===== src/rtl/rr_arb_mux.sv =====
// rr_arb_mux: registered NCH-to-1 mux with valid/ready handshake and round-robin grant.
// Optional static-select override ports are added when RR_ARB_MUX_FORCE_SEL_EN is defined.
module rr_arb_mux #(
  parameter int WIDTH = 4,
  parameter int NCH = 4,
  localparam int SELW = $clog2(NCH)
) (
  input  logic                 clk,
  input  logic                 rst,
  input  logic [NCH-1:0]       in_valid,
  input  logic [NCH*WIDTH-1:0] in_data,
  output logic [NCH-1:0]       in_ready,
  output logic                 out_valid,
  output logic [WIDTH-1:0]     out_data,
  output logic [SELW-1:0]      out_ch,
  input  logic                 out_ready
`ifdef RR_ARB_MUX_FORCE_SEL_EN
  ,
  input  logic                 force_en,
  input  logic [SELW-1:0]      force_sel
`endif
);

  logic [WIDTH-1:0] chan_data [NCH];
  logic [SELW-1:0]  scan_idx [NCH];
  logic [NCH-1:0]   scan_req;

  logic             out_valid_reg, out_valid_next;
  logic [WIDTH-1:0] out_data_reg, out_data_next;
  logic [SELW-1:0]  out_ch_reg, out_ch_next;
  logic [SELW-1:0]  ptr_reg, ptr_next;

  logic             load;
  logic             rr_found;
  logic [SELW-1:0]  rr_idx;
  logic             grant_found;
  logic [SELW-1:0]  grant_idx;
  logic             grant_forced;

  assign load = !out_valid_reg || out_ready;

  // scan_idx[k] is the channel visited k-th when scanning from ptr, wrapping at NCH.
  for (genvar gi = 0; gi < NCH; gi++) begin : g_chan
    logic [SELW:0] sum;
    assign chan_data[gi] = in_data[gi*WIDTH +: WIDTH];
    assign sum           = {1'b0, ptr_reg} + (SELW+1)'(gi);
    assign scan_idx[gi]  = (sum >= (SELW+1)'(NCH)) ? SELW'(sum - (SELW+1)'(NCH))
                                                   : SELW'(sum);
    assign scan_req[gi]  = in_valid[scan_idx[gi]];
  end

  // Walk offsets high to low so the lowest requesting offset wins.
  always_comb begin
    rr_found = 1'b0;
    rr_idx   = '0;
    for (int k = NCH - 1; k >= 0; k--) begin
      if (scan_req[k]) begin
        rr_found = 1'b1;
        rr_idx   = scan_idx[k];
      end
    end
  end

`ifdef RR_ARB_MUX_FORCE_SEL_EN
  always_comb begin
    grant_forced = force_en;
    grant_found  = rr_found;
    grant_idx    = rr_idx;
    if (force_en) begin
      grant_found = ({1'b0, force_sel} < (SELW+1)'(NCH)) && in_valid[force_sel];
      grant_idx   = force_sel;
    end
  end
`else
  assign grant_forced = 1'b0;
  assign grant_found  = rr_found;
  assign grant_idx    = rr_idx;
`endif

  for (genvar gi = 0; gi < NCH; gi++) begin : g_ready
    assign in_ready[gi] = !rst && load && grant_found && (grant_idx == SELW'(gi));
  end

  always_comb begin
    out_valid_next = out_valid_reg;
    out_data_next  = out_data_reg;
    out_ch_next    = out_ch_reg;
    ptr_next       = ptr_reg;
    if (load) begin
      if (grant_found) begin
        out_valid_next = 1'b1;
        out_data_next  = chan_data[grant_idx];
        out_ch_next    = grant_idx;
        if (!grant_forced) begin
          ptr_next = (grant_idx == SELW'(NCH - 1)) ? '0 : grant_idx + SELW'(1);
        end
      end else begin
        out_valid_next = 1'b0;
      end
    end
  end

  always_ff @(posedge clk) begin
    if (rst) begin
      out_valid_reg <= 1'b0;
      out_data_reg  <= '0;
      out_ch_reg    <= '0;
      ptr_reg       <= '0;
    end else begin
      out_valid_reg <= out_valid_next;
      out_data_reg  <= out_data_next;
      out_ch_reg    <= out_ch_next;
      ptr_reg       <= ptr_next;
    end
  end

  assign out_valid = out_valid_reg;
  assign out_data  = out_data_reg;
  assign out_ch    = out_ch_reg;

endmodule


===== config.mk =====
export PLATFORM = sky130hd
export DESIGN_NAME = rr_arb_mux
export DESIGN_NICKNAME = d
export VERILOG_FILES = /design/src/rtl/rr_arb_mux.sv
export SDC_FILE = /design/constraint.sdc
export NUM_CORES = 1
export LEC_CHECK = 0
export ABC_AREA = 1
export CAP_MARGIN = 10
export CORE_UTILIZATION = 39
export CTS_BUF_LIST = sky130_fd_sc_hd__clkbuf_8
export DETAILED_ROUTE_END_ITERATION = 7
export PLACE_DENSITY = 0.86
export SYNTH_ARGS = -nofsm -noshare
export SYNTH_HDL_FRONTEND = slang
export SYNTH_SLANG_ARGS = --single-unit
export TNS_END_PERCENT = 10

===== constraint.sdc =====
create_clock -name clk -period 1.8 [get_ports clk]
set_clock_uncertainty 0.15 [all_clocks]
set_input_delay 0.36 -clock clk [delete_from_list [all_inputs] [get_ports clk]]
set_output_delay 0.36 -clock clk [all_outputs]
set_load 0.02 [all_outputs]

==> impl_metrics.sql <==
INSERT INTO impl_metrics (metric_group, metric, value, unit) VALUES
('drt', 'average_vias_per_placed_instance', '5.00', ''),
('clock_tree', 'clk_lat_worst_skew', '230', 'ps'),
('sta', 'max_freq', '447', 'MHz'),
('worst_setup_path', 'worst_setup_path_startpoint', 'in_valid[0]', ''),
('drt', 'final_antenna_net_count', '0', ''),
('logic_synthesis', 'yosysUniqueCellTypes', '19', ''),
('die', 'chipHeight', '47.6', 'µm'),
('worst_setup_path', 'critical_path.cell_chain', 'dlygate4sd2_1 > inv_1 > nand2_2 > nand3_2 > nand2_1 > inv_2 > nand2_2 > nand3_4 > nand2_4 > inv_8 > ha_4 > inv_2 > nor2_4 > buf_6', ''),
('die', 'design.die.area', '2270', 'µm²'),
('layout', 'fin_util', '77.9', '%'),
('drt', 'drt_pass1_iterations', '4', ''),
('clock_tree', 'numClockSinks', '9', ''),
('sta', 'setup_slack', '-437', 'ps'),
('die', 'pin_count', '34', ''),
('drt', 'post_drt_wl_per_cell', '12.6', 'µm'),
('layout', 'regArea', '185', 'µm²'),
('outcome', 'violations', 'setup timing', ''),
('sta', 'slew_violations', '0', ''),
('worst_setup_path', 'crit_arrival', '1730', 'ps'),
('worst_setup_path', 'timing.reg2reg.worst_path_depth', '13', ''),
('layout', 'layout_common_cells', '34 x nand2_1, 25 x clkdlybuf4s50_1, 16 x buf_4, 15 x nand2_2, 14 x nand3_1', ''),
('job', 'drv_cap', '0', ''),
('worst_setup_path', 'critical_path.startpoint_type', 'input port', ''),
('power', 'peakVddDrop', '1.30', 'mV'),
('drt', 'route.final.wire_length', '2750', 'µm'),
('global_routing', 'grt_start_max_net_pins', '9', ''),
('layout', 'layout.cells.most_common', 'nand2_1', ''),
('placement', 'place.gp.congestion', '0.845', ''),
('logic_synthesis', 'seq_area_frac_synth', '22.2', '%'),
('power', 'power_leakage', '0.755', 'nW'),
('layout', 'diodes', '0', ''),
('global_routing', 'antenna_found_initial', '0', ''),
('worst_setup_path', 'cp_top_family', 'buffers and inverters', ''),
('logic_synthesis', 'instance_count_of_the_mapped_netlist', '136', ''),
('sta', 'hold_slack', '366', 'ps'),
('worst_setup_path', 'cp.required', '1290', 'ps'),
('die', 'die_width', '47.6', 'µm'),
('sta', 'layout_worst_path_cycle_share', '124', '%'),
('worst_setup_path', 'worst_r2r_startpoint', 'ptr_reg[0]', ''),
('logic_synthesis', 'post_synth_instance_area', '811', 'µm²'),
('clock_tree', 'ctsRootBufferMaster', 'clkbuf_8', ''),
('die', 'initial_core_util', '41.3', '%'),
('outcome', 'outcome', 'finished, violations left', ''),
('power', 'pwr_cell_area', '2080', 'nW/µm²'),
('worst_setup_path', 'r2r_slack', '-110', 'ps'),
('logic_synthesis', 'top_post_synthesis_cells_by_area', 'dfxtp_1 22%, nand2_1 19%, nand3_1 10%, nand2_2 9.3%, inv_1 6.9%', ''),
('sta', 'setup-tns-final', '-2070', 'ps'),
('layout', 'nNetsFinal', '217', ''),
('drt', 'drc_errors', '0', ''),
('worst_setup_path', 'worstSetupPathType', 'in2out', ''),
('logic_synthesis', 'yosys_warnings', '0', ''),
('worst_setup_path', 'regToRegEndpoint', 'out_data[2]', ''),
('clock_tree', 'ctsLongestPathBuffers', '2', ''),
('global_routing', 'overall_global_routing_resource_usage', '25.2', '%'),
('clock_tree', 'cts_tree', 'built', ''),
('clock_tree', 'cts_inserted_buffers', '3', ''),
('layout', 'layout-area-overhead-vs-synth', '88.4', '%'),
('worst_setup_path', 'cp-end-kind', 'output port', ''),
('worst_setup_path', 'cpMaxStageDelayCell', 'dlygate4sd2_1', ''),
('logic_synthesis', 'mean_post_synth_cell_area', '5.96', 'µm²'),
('global_routing', 'wire_length_of_the_first_global_routing_pass', '3930', 'µm'),
('sta', 'finalCriticalPeriod', '2240', 'ps'),
('layout', 'num-fill-cells', '144', ''),
('worst_setup_path', 'cp_num_buf_inv', '6', ''),
('sta', 'report.final.setup_viol', '9', ''),
('worst_setup_path', 'slowest_stage_delay_on_critical_path', '260', 'ps'),
('logic_synthesis', 'post-synth-top-area-fraction', '22.2', '%'),
('worst_hold_path', 'worst_hold_path_type', 'reg2reg', ''),
('layout', 'flip_flop_count_of_the_largest_register_after_layout', '4', ''),
('sta', 'finalHoldViolCount', '0', ''),
('worst_setup_path', 'timing.critical_path.depth', '14', '');
-- synth_stat cells (all sizes together) --
master / instances
a21boi: 1
a21oi: 2
buf: 1
dfxtp: 9
ha: 1
inv: 20
nand2: 54
nand3: 21
nor2: 20
nor3: 3
o21ai: 4
-- per-stage QoR --
stage	cells	power [mW]
3_5_place_dp	214	2.71
2_1_floorplan	136	1.80
4_1_cts	218	3.05
6_report	219	3.18
5_1_grt	219	3.38
3_3_place_gp	214	2.62
-- final cells by class --
cell class,count,share of cell area [%]
well taps,27,2.21
clock buffers,3,2.70
multi-input cells,106,44.0
inverters,20,5.73
flip-flops and latches,9,12.1
repair buffers,53,33.0
clock inverters,1,0.246
-- power by group --
| group | switching (mW) | total [mW] | leakage (nW) | internal, mW |
|---|---|---|---|---|
| Clock | 0.0720 | 0.220 | 0.0269 | 0.148 |
| Combinational | 1.43 | 2.57 | 0.652 | 1.14 |
| Sequential | 0.0888 | 0.389 | 0.0760 | 0.300 |
| Total | 1.59 | 3.18 | 0.755 | 1.58 |
-- worst min path at each step --
| stage | to | slack, ps |
|---|---|---|
| 3_5_place_dp | out_ch[0] | 360 |
| 6_report | out_ch[0] | 370 |
| 5_1_grt | out_ch[0] | 390 |
| 4_1_cts | out_ch[0] | 370 |
| 3_3_place_gp | out_ch[0] | 330 |
| 2_1_floorplan | ptr_reg[0] | 270 |
-- layer usage --
layer	part of all wire, %	global-route usage [%]
met1	40	30.8
met2	53	44.9
met3	5.0	1.51
met4	2.1	11.7
met5	0	0
-- kinds of logic (layout without fill, tap and decap cells) --
logic type               count (synthesis)  after routing  synth area share, %
AND/OR/NAND/NOR                         98             98                 59.9
flip-flops                               9              9                 22.2
buffers and inverters                   21             77                 11.3
AO/OA/AOI/OAI                            7              7                 5.09
adder cells (fa/ha/maj)                  1              1                 1.54
-- what timing repair did --
item                                    4_1_cts  5_1_grt
setup buffers                                 0        1
resized for setup                            44        8
endpoints found under the setup margin       12       11
hold buffers                                  0        0
pin swaps                                     5        4
-- worst reg2reg max path, delay by kind of cell, from the launching register on --
family | cells | cell delay (ps)
simple gates | 8 | 750
buf+inv | 4 | 440
flops | 1 | 410
compound gates | 1 | 70
(Power assumes the default switching activity.)
